[src/rtl/pipeline_control_unit_if.sv]
// Handshake bundle between the pipeline datapath and its stall/flush sequencer.
interface pipeline_control_unit_if #(
  parameter int COUNT_WIDTH = 32
);
  // Hazard and memory status coming from the pipeline
  logic                   load_use_stall;
  logic                   EX_branch_taken;
  logic                   MEM_mem_access;
  logic                   dmem_ready;
  logic                   WB_halt;

  // Enables, flushes and status going back to the pipeline
  logic                   pc_write;
  logic                   IF_ID_write;
  logic                   IF_ID_flush;
  logic                   ID_EX_write;
  logic                   ID_EX_flush;
  logic                   EX_MEM_write;
  logic                   MEM_WB_write;
  logic                   dmem_req;
  logic                   halted;
  logic                   mem_error;
  logic [COUNT_WIDTH-1:0] bubble_count;
  logic [COUNT_WIDTH-1:0] freeze_count;

  // Pipeline side: raises hazards, consumes enables
  modport master (
    output load_use_stall, EX_branch_taken, MEM_mem_access, dmem_ready, WB_halt,
    input  pc_write, IF_ID_write, IF_ID_flush, ID_EX_write, ID_EX_flush,
           EX_MEM_write, MEM_WB_write, dmem_req, halted, mem_error,
           bubble_count, freeze_count
  );

  // Control-unit side: consumes hazards, produces enables
  modport slave (
    input  load_use_stall, EX_branch_taken, MEM_mem_access, dmem_ready, WB_halt,
    output pc_write, IF_ID_write, IF_ID_flush, ID_EX_write, ID_EX_flush,
           EX_MEM_write, MEM_WB_write, dmem_req, halted, mem_error,
           bubble_count, freeze_count
  );
endinterface

[src/rtl/pipeline_control_unit.sv]
// Stall/flush/freeze sequencer for the 5-stage pipeline. Outputs are Mealy so
// a stall or freeze acts in the same cycle the hazard is seen; state, the
// memory wait counter, the sticky error and the debug counters are registered.
module pipeline_control_unit #(
  parameter int MEM_TIMEOUT = 255,
  parameter int COUNT_WIDTH = 32
) (
  input  logic                   clk,
  input  logic                   reset,
  pipeline_control_unit_if.slave bus
);

  localparam int WAIT_W_RAW = $clog2(MEM_TIMEOUT + 1);
  localparam int WAIT_W     = (WAIT_W_RAW < 1) ? 1 : WAIT_W_RAW;
  localparam bit TIMEOUT_EN = (MEM_TIMEOUT != 0);

  localparam logic [WAIT_W-1:0]      TIMEOUT_V = WAIT_W'(MEM_TIMEOUT);
  localparam logic [WAIT_W-1:0]      WAIT_MAX  = {WAIT_W{1'b1}};
  localparam logic [WAIT_W-1:0]      WAIT_ONE  = WAIT_W'(1);
  localparam logic [COUNT_WIDTH-1:0] CNT_MAX   = {COUNT_WIDTH{1'b1}};
  localparam logic [COUNT_WIDTH-1:0] CNT_ONE   = COUNT_WIDTH'(1);

  typedef enum logic [1:0] {
    ST_RUN      = 2'd0,
    ST_MEM_WAIT = 2'd1,
    ST_HALTED   = 2'd2
  } state_e;

  state_e                 state_q, state_d;
  logic [WAIT_W-1:0]      wait_q, wait_d;
  logic [COUNT_WIDTH-1:0] bubble_q, bubble_d;
  logic [COUNT_WIDTH-1:0] freeze_q, freeze_d;
  logic                   mem_error_q, mem_error_d;

  logic [WAIT_W-1:0]      wait_inc_s;
  logic                   freeze_s;
  logic                   timeout_s;

  logic pc_write_s, if_id_write_s, if_id_flush_s, id_ex_write_s, id_ex_flush_s;
  logic ex_mem_write_s, mem_wb_write_s, dmem_req_s, halted_s;

  assign wait_inc_s = wait_q + WAIT_ONE;

  // Freeze condition per state and detection of the memory timeout
  always_comb begin
    freeze_s  = 1'b0;
    timeout_s = 1'b0;
    case (state_q)
      ST_RUN:      freeze_s = bus.MEM_mem_access & ~bus.dmem_ready;
      ST_MEM_WAIT: begin
        freeze_s  = ~bus.dmem_ready;
        // Timeout fires when this wait cycle would bring the count to MEM_TIMEOUT
        timeout_s = TIMEOUT_EN & ~bus.dmem_ready & (wait_inc_s == TIMEOUT_V);
      end
      ST_HALTED:   freeze_s = 1'b1;
      default:     freeze_s = 1'b1;
    endcase
  end

  // State register with synchronous reset back to RUN
  always_ff @(posedge clk) begin
    if (reset) begin
      state_q <= ST_RUN;
    end else begin
      state_q <= state_d;
    end
  end

  // Next-state selection
  always_comb begin
    state_d = state_q;
    case (state_q)
      ST_RUN: begin
        if (freeze_s) begin
          state_d = ST_MEM_WAIT;
        end else if (bus.WB_halt) begin
          state_d = ST_HALTED;
        end else begin
          state_d = ST_RUN;
        end
      end
      ST_MEM_WAIT: begin
        // The release cycle is unfrozen, so a halt reaching WB then still counts
        if (bus.dmem_ready) begin
          state_d = bus.WB_halt ? ST_HALTED : ST_RUN;
        end else if (timeout_s) begin
          state_d = ST_HALTED;
        end else begin
          state_d = ST_MEM_WAIT;
        end
      end
      ST_HALTED: state_d = ST_HALTED;
      default:   state_d = ST_RUN;
    endcase
  end

  // Mealy outputs: reset clears registers, freeze holds all, then halt > branch > load-use
  always_comb begin
    pc_write_s     = 1'b0;
    if_id_write_s  = 1'b0;
    if_id_flush_s  = 1'b0;
    id_ex_write_s  = 1'b0;
    id_ex_flush_s  = 1'b0;
    ex_mem_write_s = 1'b0;
    mem_wb_write_s = 1'b0;
    dmem_req_s     = 1'b0;
    halted_s       = 1'b0;
    if (reset) begin
      if_id_flush_s = 1'b1;
      id_ex_flush_s = 1'b1;
    end else begin
      case (state_q)
        ST_RUN:      dmem_req_s = bus.MEM_mem_access;
        ST_MEM_WAIT: dmem_req_s = 1'b1;
        ST_HALTED:   halted_s   = 1'b1;
        default:     dmem_req_s = 1'b0;
      endcase
      if (freeze_s) begin
        pc_write_s = 1'b0;
      end else if (bus.WB_halt) begin
        mem_wb_write_s = 1'b1;
      end else if (bus.EX_branch_taken) begin
        // Redirect: younger instructions in IF/ID and ID are squashed
        pc_write_s     = 1'b1;
        if_id_write_s  = 1'b1;
        if_id_flush_s  = 1'b1;
        id_ex_write_s  = 1'b1;
        id_ex_flush_s  = 1'b1;
        ex_mem_write_s = 1'b1;
        mem_wb_write_s = 1'b1;
      end else if (bus.load_use_stall) begin
        // Hold PC and IF/ID, inject one bubble into ID/EX
        id_ex_write_s  = 1'b1;
        id_ex_flush_s  = 1'b1;
        ex_mem_write_s = 1'b1;
        mem_wb_write_s = 1'b1;
      end else begin
        pc_write_s     = 1'b1;
        if_id_write_s  = 1'b1;
        id_ex_write_s  = 1'b1;
        ex_mem_write_s = 1'b1;
        mem_wb_write_s = 1'b1;
      end
    end
  end

  // Next values of the wait counter, sticky error and saturating debug counters
  always_comb begin
    if (state_q == ST_MEM_WAIT) begin
      wait_d = (wait_q == WAIT_MAX) ? wait_q : wait_inc_s;
    end else begin
      // Leaving zero here means entry into MEM_WAIT always starts from 0
      wait_d = {WAIT_W{1'b0}};
    end
    mem_error_d = mem_error_q | timeout_s;
    if (id_ex_flush_s && (bubble_q != CNT_MAX)) begin
      bubble_d = bubble_q + CNT_ONE;
    end else begin
      bubble_d = bubble_q;
    end
    if (freeze_s && (state_q != ST_HALTED) && (freeze_q != CNT_MAX)) begin
      freeze_d = freeze_q + CNT_ONE;
    end else begin
      freeze_d = freeze_q;
    end
  end

  // Registers for the wait counter, sticky error and debug counters
  always_ff @(posedge clk) begin
    if (reset) begin
      wait_q      <= {WAIT_W{1'b0}};
      mem_error_q <= 1'b0;
      bubble_q    <= {COUNT_WIDTH{1'b0}};
      freeze_q    <= {COUNT_WIDTH{1'b0}};
    end else begin
      wait_q      <= wait_d;
      mem_error_q <= mem_error_d;
      bubble_q    <= bubble_d;
      freeze_q    <= freeze_d;
    end
  end

  assign bus.pc_write     = pc_write_s;
  assign bus.IF_ID_write  = if_id_write_s;
  assign bus.IF_ID_flush  = if_id_flush_s;
  assign bus.ID_EX_write  = id_ex_write_s;
  assign bus.ID_EX_flush  = id_ex_flush_s;
  assign bus.EX_MEM_write = ex_mem_write_s;
  assign bus.MEM_WB_write = mem_wb_write_s;
  assign bus.dmem_req     = dmem_req_s;
  assign bus.halted       = halted_s;
  assign bus.mem_error    = mem_error_q & ~reset;
  assign bus.bubble_count = bubble_q;
  assign bus.freeze_count = freeze_q;

endmodule

[src/flat_wrapper.sv]
// flat-port wrapper written by rule: the top's interface ports become plain ports
module pipeline_control_unit_flat 
#(
  parameter int MEM_TIMEOUT = 255,
  parameter int COUNT_WIDTH = 32
)
  (clk, reset, bus_load_use_stall, bus_EX_branch_taken, bus_MEM_mem_access, bus_dmem_ready, bus_WB_halt, bus_pc_write, bus_IF_ID_write, bus_IF_ID_flush, bus_ID_EX_write, bus_ID_EX_flush, bus_EX_MEM_write, bus_MEM_WB_write, bus_dmem_req, bus_halted, bus_mem_error, bus_bubble_count, bus_freeze_count);
  pipeline_control_unit_if #(.COUNT_WIDTH(COUNT_WIDTH)) bus_i ();
  input  logic clk;
  input  logic reset;
  input wire logic [$bits(bus_i.load_use_stall)-1:0] bus_load_use_stall;
  input wire logic [$bits(bus_i.EX_branch_taken)-1:0] bus_EX_branch_taken;
  input wire logic [$bits(bus_i.MEM_mem_access)-1:0] bus_MEM_mem_access;
  input wire logic [$bits(bus_i.dmem_ready)-1:0] bus_dmem_ready;
  input wire logic [$bits(bus_i.WB_halt)-1:0] bus_WB_halt;
  output wire logic [$bits(bus_i.pc_write)-1:0] bus_pc_write;
  output wire logic [$bits(bus_i.IF_ID_write)-1:0] bus_IF_ID_write;
  output wire logic [$bits(bus_i.IF_ID_flush)-1:0] bus_IF_ID_flush;
  output wire logic [$bits(bus_i.ID_EX_write)-1:0] bus_ID_EX_write;
  output wire logic [$bits(bus_i.ID_EX_flush)-1:0] bus_ID_EX_flush;
  output wire logic [$bits(bus_i.EX_MEM_write)-1:0] bus_EX_MEM_write;
  output wire logic [$bits(bus_i.MEM_WB_write)-1:0] bus_MEM_WB_write;
  output wire logic [$bits(bus_i.dmem_req)-1:0] bus_dmem_req;
  output wire logic [$bits(bus_i.halted)-1:0] bus_halted;
  output wire logic [$bits(bus_i.mem_error)-1:0] bus_mem_error;
  output wire logic [$bits(bus_i.bubble_count)-1:0] bus_bubble_count;
  output wire logic [$bits(bus_i.freeze_count)-1:0] bus_freeze_count;
  assign bus_i.load_use_stall = bus_load_use_stall;
  assign bus_i.EX_branch_taken = bus_EX_branch_taken;
  assign bus_i.MEM_mem_access = bus_MEM_mem_access;
  assign bus_i.dmem_ready = bus_dmem_ready;
  assign bus_i.WB_halt = bus_WB_halt;
  assign bus_pc_write = bus_i.pc_write;
  assign bus_IF_ID_write = bus_i.IF_ID_write;
  assign bus_IF_ID_flush = bus_i.IF_ID_flush;
  assign bus_ID_EX_write = bus_i.ID_EX_write;
  assign bus_ID_EX_flush = bus_i.ID_EX_flush;
  assign bus_EX_MEM_write = bus_i.EX_MEM_write;
  assign bus_MEM_WB_write = bus_i.MEM_WB_write;
  assign bus_dmem_req = bus_i.dmem_req;
  assign bus_halted = bus_i.halted;
  assign bus_mem_error = bus_i.mem_error;
  assign bus_bubble_count = bus_i.bubble_count;
  assign bus_freeze_count = bus_i.freeze_count;
  pipeline_control_unit #(.MEM_TIMEOUT(MEM_TIMEOUT), .COUNT_WIDTH(COUNT_WIDTH)) u_core (.clk(clk), .reset(reset), .bus(bus_i));
endmodule
[config.mk]
export PLATFORM = sky130hd
export DESIGN_NAME = pipeline_control_unit_flat
export DESIGN_NICKNAME = d
export VERILOG_FILES = /design/src/rtl/pipeline_control_unit_if.sv /design/src/rtl/pipeline_control_unit.sv /design/src/flat_wrapper.sv
export SDC_FILE = /design/constraint.sdc
export NUM_CORES = 1
export LEC_CHECK = 0
export ABC_AREA = 0
export BUFFER_PORTS_ARGS = -buffer_cell sky130_fd_sc_hd__buf_2
export CAP_MARGIN = 20
export CORE_UTILIZATION = 50
export DETAILED_ROUTE_END_ITERATION = 10
export PLACE_DENSITY = 0.77
export SYNTH_ARGS = -nofsm -noshare
export SYNTH_HDL_FRONTEND = slang
export SYNTH_SLANG_ARGS = --single-unit
export TNS_END_PERCENT = 20
[constraint.sdc]
create_clock -name clk -period 2.3 [get_ports clk]
set_clock_uncertainty 0.1 [all_clocks]
set_input_delay 0.46 -clock clk [delete_from_list [all_inputs] [get_ports clk]]
set_output_delay 0.46 -clock clk [all_outputs]
set_load 0.05 [all_outputs]
==> results of run 1 <==
[layer usage]
layer  track usage (%)  part of all wire (%)
met1             30.49                    46
met2             40.85                    49
met3             4.941                   4.4
met4             9.127                   1.4
met5                 0                     0
[sequential cells by signal, indices dropped and copies added (netlist names)]
register	cells
u_core.mem_error_q	1
u_core.bus.bubble_count	32
u_core.wait_q	8
u_core.state_q	2
u_core.bus.freeze_count	32
[critical path: stages, from the launching register on]
cell,delay [ns]
dfxtp_4,0.39
ha_4,0.16
nand3_4,0.08
or4_4,0.59
o31ai_4,0.33
buf_4,0.18
nor2_2,0.04
mux2_4,0.29
[synthesized netlist by cell type, types with 4 or more instances]
| library cell | number | share of area (%) |
|---|---|---|
| dfxtp_1 | 75 | 38 |
| a21oi_1 | 53 | 6.6 |
| nand2_1 | 32 | 3.0 |
| o21ai_0 | 29 | 3.6 |
| or3_1 | 27 | 4.2 |
| nand3_1 | 25 | 3.1 |
| nand4_1 | 23 | 3.6 |
| nor2_1 | 22 | 2.1 |
| inv_1 | 17 | 1.6 |
| o31ai_1 | 16 | 3.0 |
| clkbuf_1 | 15 | 1.4 |
| or4_1 | 12 | 2.3 |
| nor4_1 | 9 | 1.4 |
| o21a_1 | 6 | 1.1 |
| a31oi_1 | 5 | 0.78 |
| and3_1 | 5 | 0.78 |
| nor3_1 | 5 | 0.63 |
| o31a_1 | 5 | 1.1 |
| xor2_1 | 5 | 1.1 |
| a211oi_1 | 4 | 0.75 |
| and4_1 | 4 | 0.88 |
| buf_4 | 4 | 0.75 |
| ha_1 | 4 | 1.3 |
| nor2b_1 | 4 | 0.63 |
| or4_2 | 4 | 0.88 |
| xnor2_1 | 4 | 0.88 |
[repair_timing]
item | 4_1_cts | 5_1_grt
setup endpoints to repair | 3 | 24
pin swaps | 0 | 5
gates cloned | 0 | 1
hold buffers | 0 | 0
gates resized for setup | 2 | 8
setup buffers | 0 | 9
[worst paths after layout]
kind / startpoint / endpoint / slack (ns) / cells after the start
worst min register to register: u_core.mem_error_q / u_core.mem_error_q / 0.37 / 2
worst max-delay path: u_core.bus.freeze_count[0] / u_core.bus.freeze_count[17] / 0.03 / 7
worst max register to register: u_core.bus.freeze_count[0] / u_core.bus.freeze_count[17] / 0.03 / 7
worst min-delay path: u_core.mem_error_q / u_core.mem_error_q / 0.37 / 2
[final cells by class]
cell class	count	area, sq um
Sequential cell	75	1534
Inverter	17	63.81
Timing Repair Buffer	136	828.3
Fill cell	654	2629
Tap cell	102	127.6
Clock inverter	6	63.81
Multi-Input combinational cell	351	2354
Clock buffer	10	127.6
[power groups by stage]
stage                     sequential (uW)  combinational [uW]  clock, uW
final                                1320                 277       1020
after global routing                 1330                 298       1090
after CTS                            1320                 262       1030
after detailed placement             1350                 260          0
after global placement               1350                 254          0
after floorplan                      1390                 150          0
[kinds of logic (layout without fill, tap and decap cells)]
logic type,Yosys count,in the layout,synth area share (%)
multiplexers,4,4,1.129
buffers and inverters,42,169,5.207
AND/OR/NAND/NOR,196,196,29.36
XOR/XNOR,9,9,1.976
AO/OA/AOI/OAI,138,138,23.43
flip-flops,75,75,37.64
adder cells (fa/ha/maj),4,4,1.255
[stage by stage]
| step | power, uW | utilization [%] | cells |
|---|---|---|---|
| 2_1_floorplan | 1536 | - | 468 |
| 3_3_place_gp | 1607 | 61.93 | 671 |
| 3_5_place_dp | 1613 | 61.93 | 671 |
| 4_1_cts | 2616 | 64.46 | 687 |
| 5_1_grt | 2711 | 65.98 | 697 |
| 6_report | 2622 | 65.98 | 697 |
==> impl_metrics.toml, run 1 <==
[run_status]
status = "complete, no violations"

[pwr]
combinationalPowerShare_pct = 10.6
swShare_pct = 27.42
p_int_uw = 1903
power_leakage_uw = 0.001939
irDropWorstVdd_uv = 249.7
p_seq_share_pct = 50.4
clockPowerShare_pct = 39.0
powerDensity_nw_per_um2 = 514.3
switching_power_uw = 719.1

[critical_path]
crit_path_end_kind = "flop"
critPathKind = "flop to flop"
cp.required_ns = 2.44
crit_path_start_kind = "flop"
worstPathMaxFanout = 5
arrival_ns = 2.41

[timing]
period_needed_ns = 2.270
rsz0062_at_grt = "true"
holdWs_ns = 0.3669
max_freq_mhz = 440.6
period_share_pct = 98.69
setup_violations = 0
drv_slew = 0
setup_tns_ns = 0
final.setup.worst_slack_ns = 0.03012
worst_slew_pin_slew_ns = 0.6127
relSlewSlack_pct = 59.07
hold_violations = 0

[place]
portBuffers = 80
place_ws_ns = -0.06575
postPlaceCellArea_sq_um = 4786
post-dp-hpwl_um = 7265
gp_congestion = 0.8379

[layout]
area_growth_pct = 27.82
layout_commonest_cell = "buf_2"
n_antenna_cell = 0
drive_gt1_share_pct = 34.62
fin_nets = 601
layout_common_cells = "80 x buf_2, 57 x dfxtp_1, 54 x buf_4, 53 x a21oi_1, 32 x nand2_1"
stdcell_area_sq_um = 5099

[clocking]
cts_max_path_buffers = 2
cts_made_buffers = 9
clockRootBuffer = "clkbuf_8"
cts_tree = "built"
clk_latency_ns = 0.35
cts_sinks = 75
cts_max_level = 3
clk_pin_slew_ns = 0.09

[synthesis]
synthCells = 468
synth_nets = 479
yosysSeqAreaShare_pct = 37.64
synth_edf_count = 0
yosys_most_used_dff = "dfxtp_1"
async_flop_share_pct = 0
synth_area_sq_um = 3989
synth_cell_types = 63
synth-seq-cells = 75
syn_avg_cell_area_sq_um = 8.523
yosys_warnings = 0

[die]
pin_count = 81
die-area_sq_um = 8338
initial_core_util_pct = 51.62
die_x_um = 91.32
rows = 32
die_h_um = 91.32
core_area_sq_um = 7727

[drt]
final_antenna_net_count = 0
vias = 4060
drt-pass1-iter-count = 5
first_iter_violations = 159
viasPerCell = 5.825
wl_um = 10140
routedWlPerCell_um = 14.55
drc_errors = 0

[run]
drv_cap = 0

[global_routing]
grt_pass1_wl_um = 16810
grt_usage_pct = 24.27
first_global_vias = 3755
overflow = 0
grt_antenna_before_repair = 0
grt_max_degree = 26

[hold_path]
hold_path.class = "flop to flop"
Note: power is estimated with default switching activity, not from simulation.
==> inputs of run 2 (changes only) <==
- RECOVER_POWER: default -> 25
==> run 2 against run 1 <==
Net effect: die area did not move; sequential share of layout area is 0.22 points higher; sequential power hardly changed; core utilization fell by 0.47 points.
==> impl_metrics.toml, run 2 (synthesis results as in run 1) <==
[critical_path]
reg2reg_slack_ns = 0.03
slowest_delay_ns = 0.59
crit_path_start_kind = "flop"
crit_chain = "ha_4, nand3_4, or4_4, o31ai_4, buf_4, nor2_2, mux2_4"
worstReg2RegStart = "u_core.bus.freeze_count[0]"
critPathKind = "flop to flop"
crit_path_end_kind = "flop"
worstPathMaxFanout = 5
r2r-end = "u_core.bus.freeze_count[17]"
r2r.worst_path.cells = 7
worst_path_max_delay_cell = "or4_4"
cp.required_ns = 2.44
arrival_ns = 2.41

[place]
gp_congestion = 0.8379
placed_cells = 671
post-dp-hpwl_um = 7265
portBuffers = 80

[timing]
drv_slew = 0
setup_violations = 0
holdWs_ns = 0.3680
setup_tns_ns = 0
max_freq_mhz = 440.9
relSlewSlack_pct = 58.41
period_needed_ns = 2.268
period_share_pct = 98.62
rsz0062_at_grt = "true"
hold_violations = 0
worst_slew_pin_slew_ns = 0.6265

[die]
core_area_sq_um = 7727
initial_core_util_pct = 51.62
die-area_sq_um = 8338
die_x_um = 91.32
pin_count = 81
rows = 32
die_h_um = 91.32

[clocking]
cts_sinks = 75
cts_max_path_buffers = 2
clk_latency_ns = 0.35
clockRootBuffer = "clkbuf_8"
clk_pin_slew_ns = 0.09
cts_made_buffers = 9
cts_tree = "built"
cts_max_level = 3

[layout]
area_growth_pct = 26.91
n_antenna_cell = 0
stdcell_count = 697
layout_common_cells = "57 x dfxtp_1, 54 x buf_4, 53 x a21oi_1, 51 x buf_2, 32 x nand2_1"
fin_nets = 601
drive_gt1_share_pct = 29.75
layout_commonest_cell = "dfxtp_1"

[drt]
drt-pass1-iter-count = 4
vias = 4064
wl_um = 10130
routedWlPerCell_um = 14.53
drc_errors = 0
viasPerCell = 5.831
final_antenna_net_count = 0
first_iter_violations = 167

[global_routing]
first_global_vias = 3755
grt_usage_pct = 24.27
grt_antenna_before_repair = 0
grt_pass1_wl_um = 16810
grt_max_degree = 26
overflow = 0

[hold_path]
hold_path.class = "flop to flop"
whs_path_depth = 2
min_to = "u_core.mem_error_q"
worstHoldStart = "u_core.mem_error_q"

[pwr]
powerDensity_nw_per_um2 = 518.0
power_leakage_uw = 0.001811
irDropWorstVdd_uv = 250.7

[run_status]
status = "complete, no violations"

[run]
drv_cap = 0
run 2: changes by cell type in the layout (fill, tap and decap cells not counted):
cell / change
buf_2: -29
clkbuf_1: +29
run 2: worst max path at each step:
stage,startpoint,end,slack (ns),cells after the start
finish,u_core.bus.freeze_count[0],u_core.bus.freeze_count[17],0.03,7
global route,u_core.state_q[0],u_core.bus.freeze_count[20],-0.03,6
CTS,u_core.state_q[0],bus_ID_EX_flush,0.01,5
detailed placement,bus_dmem_ready,u_core.bus.freeze_count[28],-0.07,6
global placement,bus_dmem_ready,u_core.bus.freeze_count[20],-0.01,7
floorplan,bus_MEM_mem_access,bus_pc_write,-0.32,4
run 2: what timing repair did:
item | CTS | global route
pin swaps | 0 | 5
cloned | 0 | 1
hold buffers | 0 | 0
endpoints found under the setup margin | 3 | 24
resized for setup | 2 | 8
buffers inserted | 0 | 9
run 2: final cells by class:
type / instances / area, sq um
fill: 675 / 2665
multi-input combinational: 351 / 2354
sequential: 75 / 1534
timing repair buffer: 136 / 792.0
clock buffer: 10 / 127.6
tap: 102 / 127.6
clock inverter: 6 / 63.81
inverter: 17 / 63.81
run 2: stage by stage:
step	power (uW)	setup WS (ns)	util, %	instance area (sq um)
2_1_floorplan	1536	-0.3201	-	4056
3_3_place_gp	1607	-0.01404	61.93	4786
3_5_place_dp	1613	-0.06575	61.93	4786
4_1_cts	2616	0.01202	64.46	4981
5_1_grt	2711	-0.03149	65.51	5062
6_report	2622	0.03185	65.51	5062
run 2: critical path, delay by kind of cell (launching register included):
kind	cells	cell delay, ns
AND/OR/NAND/NOR	3	0.71
flip-flops	1	0.39
AO/OA/AOI/OAI	1	0.33
multiplexers	1	0.29
buffers and inverters	1	0.18
adder cells (fa/ha/maj)	1	0.16
run 2: power breakdown:
part           total, uW  switching (uW)  leakage [uW]  internal (uW)
combinational        278             186       0.00110           91.9
sequential          1320            14.6      0.000615           1310
clock               1020             519     0.0000971            503
run 2: routing by layer:
layer / up-vias / track usage [%] / share of wire, %
met5: - / 0 / 0
met4: 0 / 9.127 / 1.4
met3: 13 / 4.941 / 4.2
met2: 104 / 40.85 / 48
met1: 1907 / 30.49 / 46
li1: 2040 / - / -
==> inputs of run 3 (changes only) <==
--- a/config.mk
+++ b/config.mk
@@ -10,2 +10,3 @@
 export CAP_MARGIN = 20
+export CORE_MARGIN = 2
 export CORE_UTILIZATION = 50
==> constraint.sdc (replaced) <==
create_clock -name clk -period 2.3 [get_ports clk]
set_clock_uncertainty 0.1 [all_clocks]
set_input_delay 0.23 -clock clk [delete_from_list [all_inputs] [get_ports clk]]
set_output_delay 0.23 -clock clk [all_outputs]
set_load 0.05 [all_outputs]
==> run 3 against run 2 <==
Net effect: critical path depth shrank 2; final cell count fell by 2.2%; sequential share of layout area up 0.73 points; clock power grew 14%.
==> impl_metrics.toml, run 3 (synthesis results as in run 1) <==
[timing]
setup_violations = 0
rsz0062_at_grt = "true"
hold_violations = 0
period_share_pct = 95.10
holdWs_ns = 0.09970
period_needed_ns = 2.187
relSlewSlack_pct = 57.31
worst_slew_pin_slew_ns = 0.6390
drv_slew = 0
max_freq_mhz = 457.2

[die]
initial_core_util_pct = 51.62
rows = 32
die_x_um = 93.32
die_h_um = 93.32
die-area_sq_um = 8708
core_area_sq_um = 7727
pin_count = 81

[layout]
n_antenna_cell = 0
area_growth_pct = 23.84
layout_commonest_cell = "dfxtp_1"
stdcell_area_sq_um = 4940
multi_input_area_sq_um = 2323
stdcell_count = 682
fillers = 681
drive_gt1_share_pct = 26.55
regArea_sq_um = 1533
fin_nets = 586
layout_common_cells = "58 x dfxtp_1, 53 x a21oi_1, 45 x buf_2, 41 x buf_4, 36 x clkbuf_1"

[critical_path]
worstPathMaxFanout = 6
crit_path_start_kind = "flop"
crit_path_end_kind = "flop"
r2r.worst_path.cells = 5
cp.required_ns = 2.46
reg2reg_slack_ns = 0.11
critPathKind = "flop to flop"
arrival_ns = 2.35

[global_routing]
first_global_vias = 3793
grt_usage_pct = 23.76
overflow = 0
grt_max_degree = 36
grt_antenna_before_repair = 0
grt_pass1_wl_um = 17040

[drt]
final_antenna_net_count = 0
routedWlPerCell_um = 14.84
first_iter_violations = 189
vias = 4056
viasPerCell = 5.947
drc_errors = 0
wl_um = 10120
drt-pass1-iter-count = 4

[pwr]
irDropWorstVdd_uv = 278.9
powerDensity_nw_per_um2 = 553.6
power_leakage_uw = 0.001729

[clocking]
clk_pin_slew_ns = 0.08
cts_max_path_buffers = 2
cts_made_buffers = 9
clockRootBuffer = "clkbuf_8"
cts_max_level = 3
cts_tree = "built"
clk_latency_ns = 0.34
cts_hold_buffers = 0
cts_sinks = 75

[place]
portBuffers = 80
post-dp-hpwl_um = 7369
postPlaceCellArea_sq_um = 4733
gp_congestion = 0.8598
placed_cells = 665

[run_status]
status = "complete, no violations"

[hold_path]
hold_path.class = "primary input to flop"
whs_path_depth = 2

[run]
drv_cap = 0
==> run 3: final cells by class <==
class | count | area share (%)
Clock inverter | 4 | 1.469
Clock buffer | 12 | 3.141
Tap cell | 102 | 2.584
Inverter | 17 | 1.292
Timing Repair Buffer | 121 | 13.45
Sequential cell | 75 | 31.03
Multi-Input combinational cell | 351 | 47.04
==> run 3: worst paths after layout <==
| path | endpoint | startpoint |
|---|---|---|
| hold reg to reg | u_core.mem_error_q | u_core.mem_error_q |
| setup reg to reg | u_core.bus.freeze_count[16] | u_core.state_q[1] |
| hold / removal | u_core.bus.freeze_count[3] | reset |
| setup / recovery | u_core.bus.freeze_count[16] | u_core.state_q[1] |
==> run 3: timing repair <==
item | 4_1_cts | 5_1_grt
setup buffers | 0 | 1
gates resized for setup | 0 | 3
endpoints found under the setup margin | 0 | 17
==> run 3: per-stage QoR <==
step           utilization [%]  TNS [ns]  setup slack (ns)  power [uW]
6_report                 63.92         0            0.1128        2735
5_1_grt                  63.92  -0.04030          -0.01919        2831
4_1_cts                  64.20         0            0.1008        2756
3_5_place_dp             61.25         0            0.1273        1607
3_3_place_gp             61.25         0            0.1693        1598
2_1_floorplan                -    -3.718           -0.2177        1535
==> run 3: routing by layer <==
metal	GRT usage (%)	routed length [um]	share of wire [%]
met5	0	0	0
met4	6.250	87	0.86
met3	5.238	487	4.8
met2	39.87	4861	48
met1	30.89	4682	46
==> run 3: worst max-delay path: stages (launching register included) <==
cell and delay (ns):
dfxtp_1 0.34, nand2b_2 0.27, a2111oi_4 0.44, nand3_1 0.26, or4_1 0.56, a21oi_1 0.15
==> run 3: report_power, final <==
part	switching (uW)	internal [uW]
Sequential	15.2	1310
Combinational	183	70.4
Clock	488	670
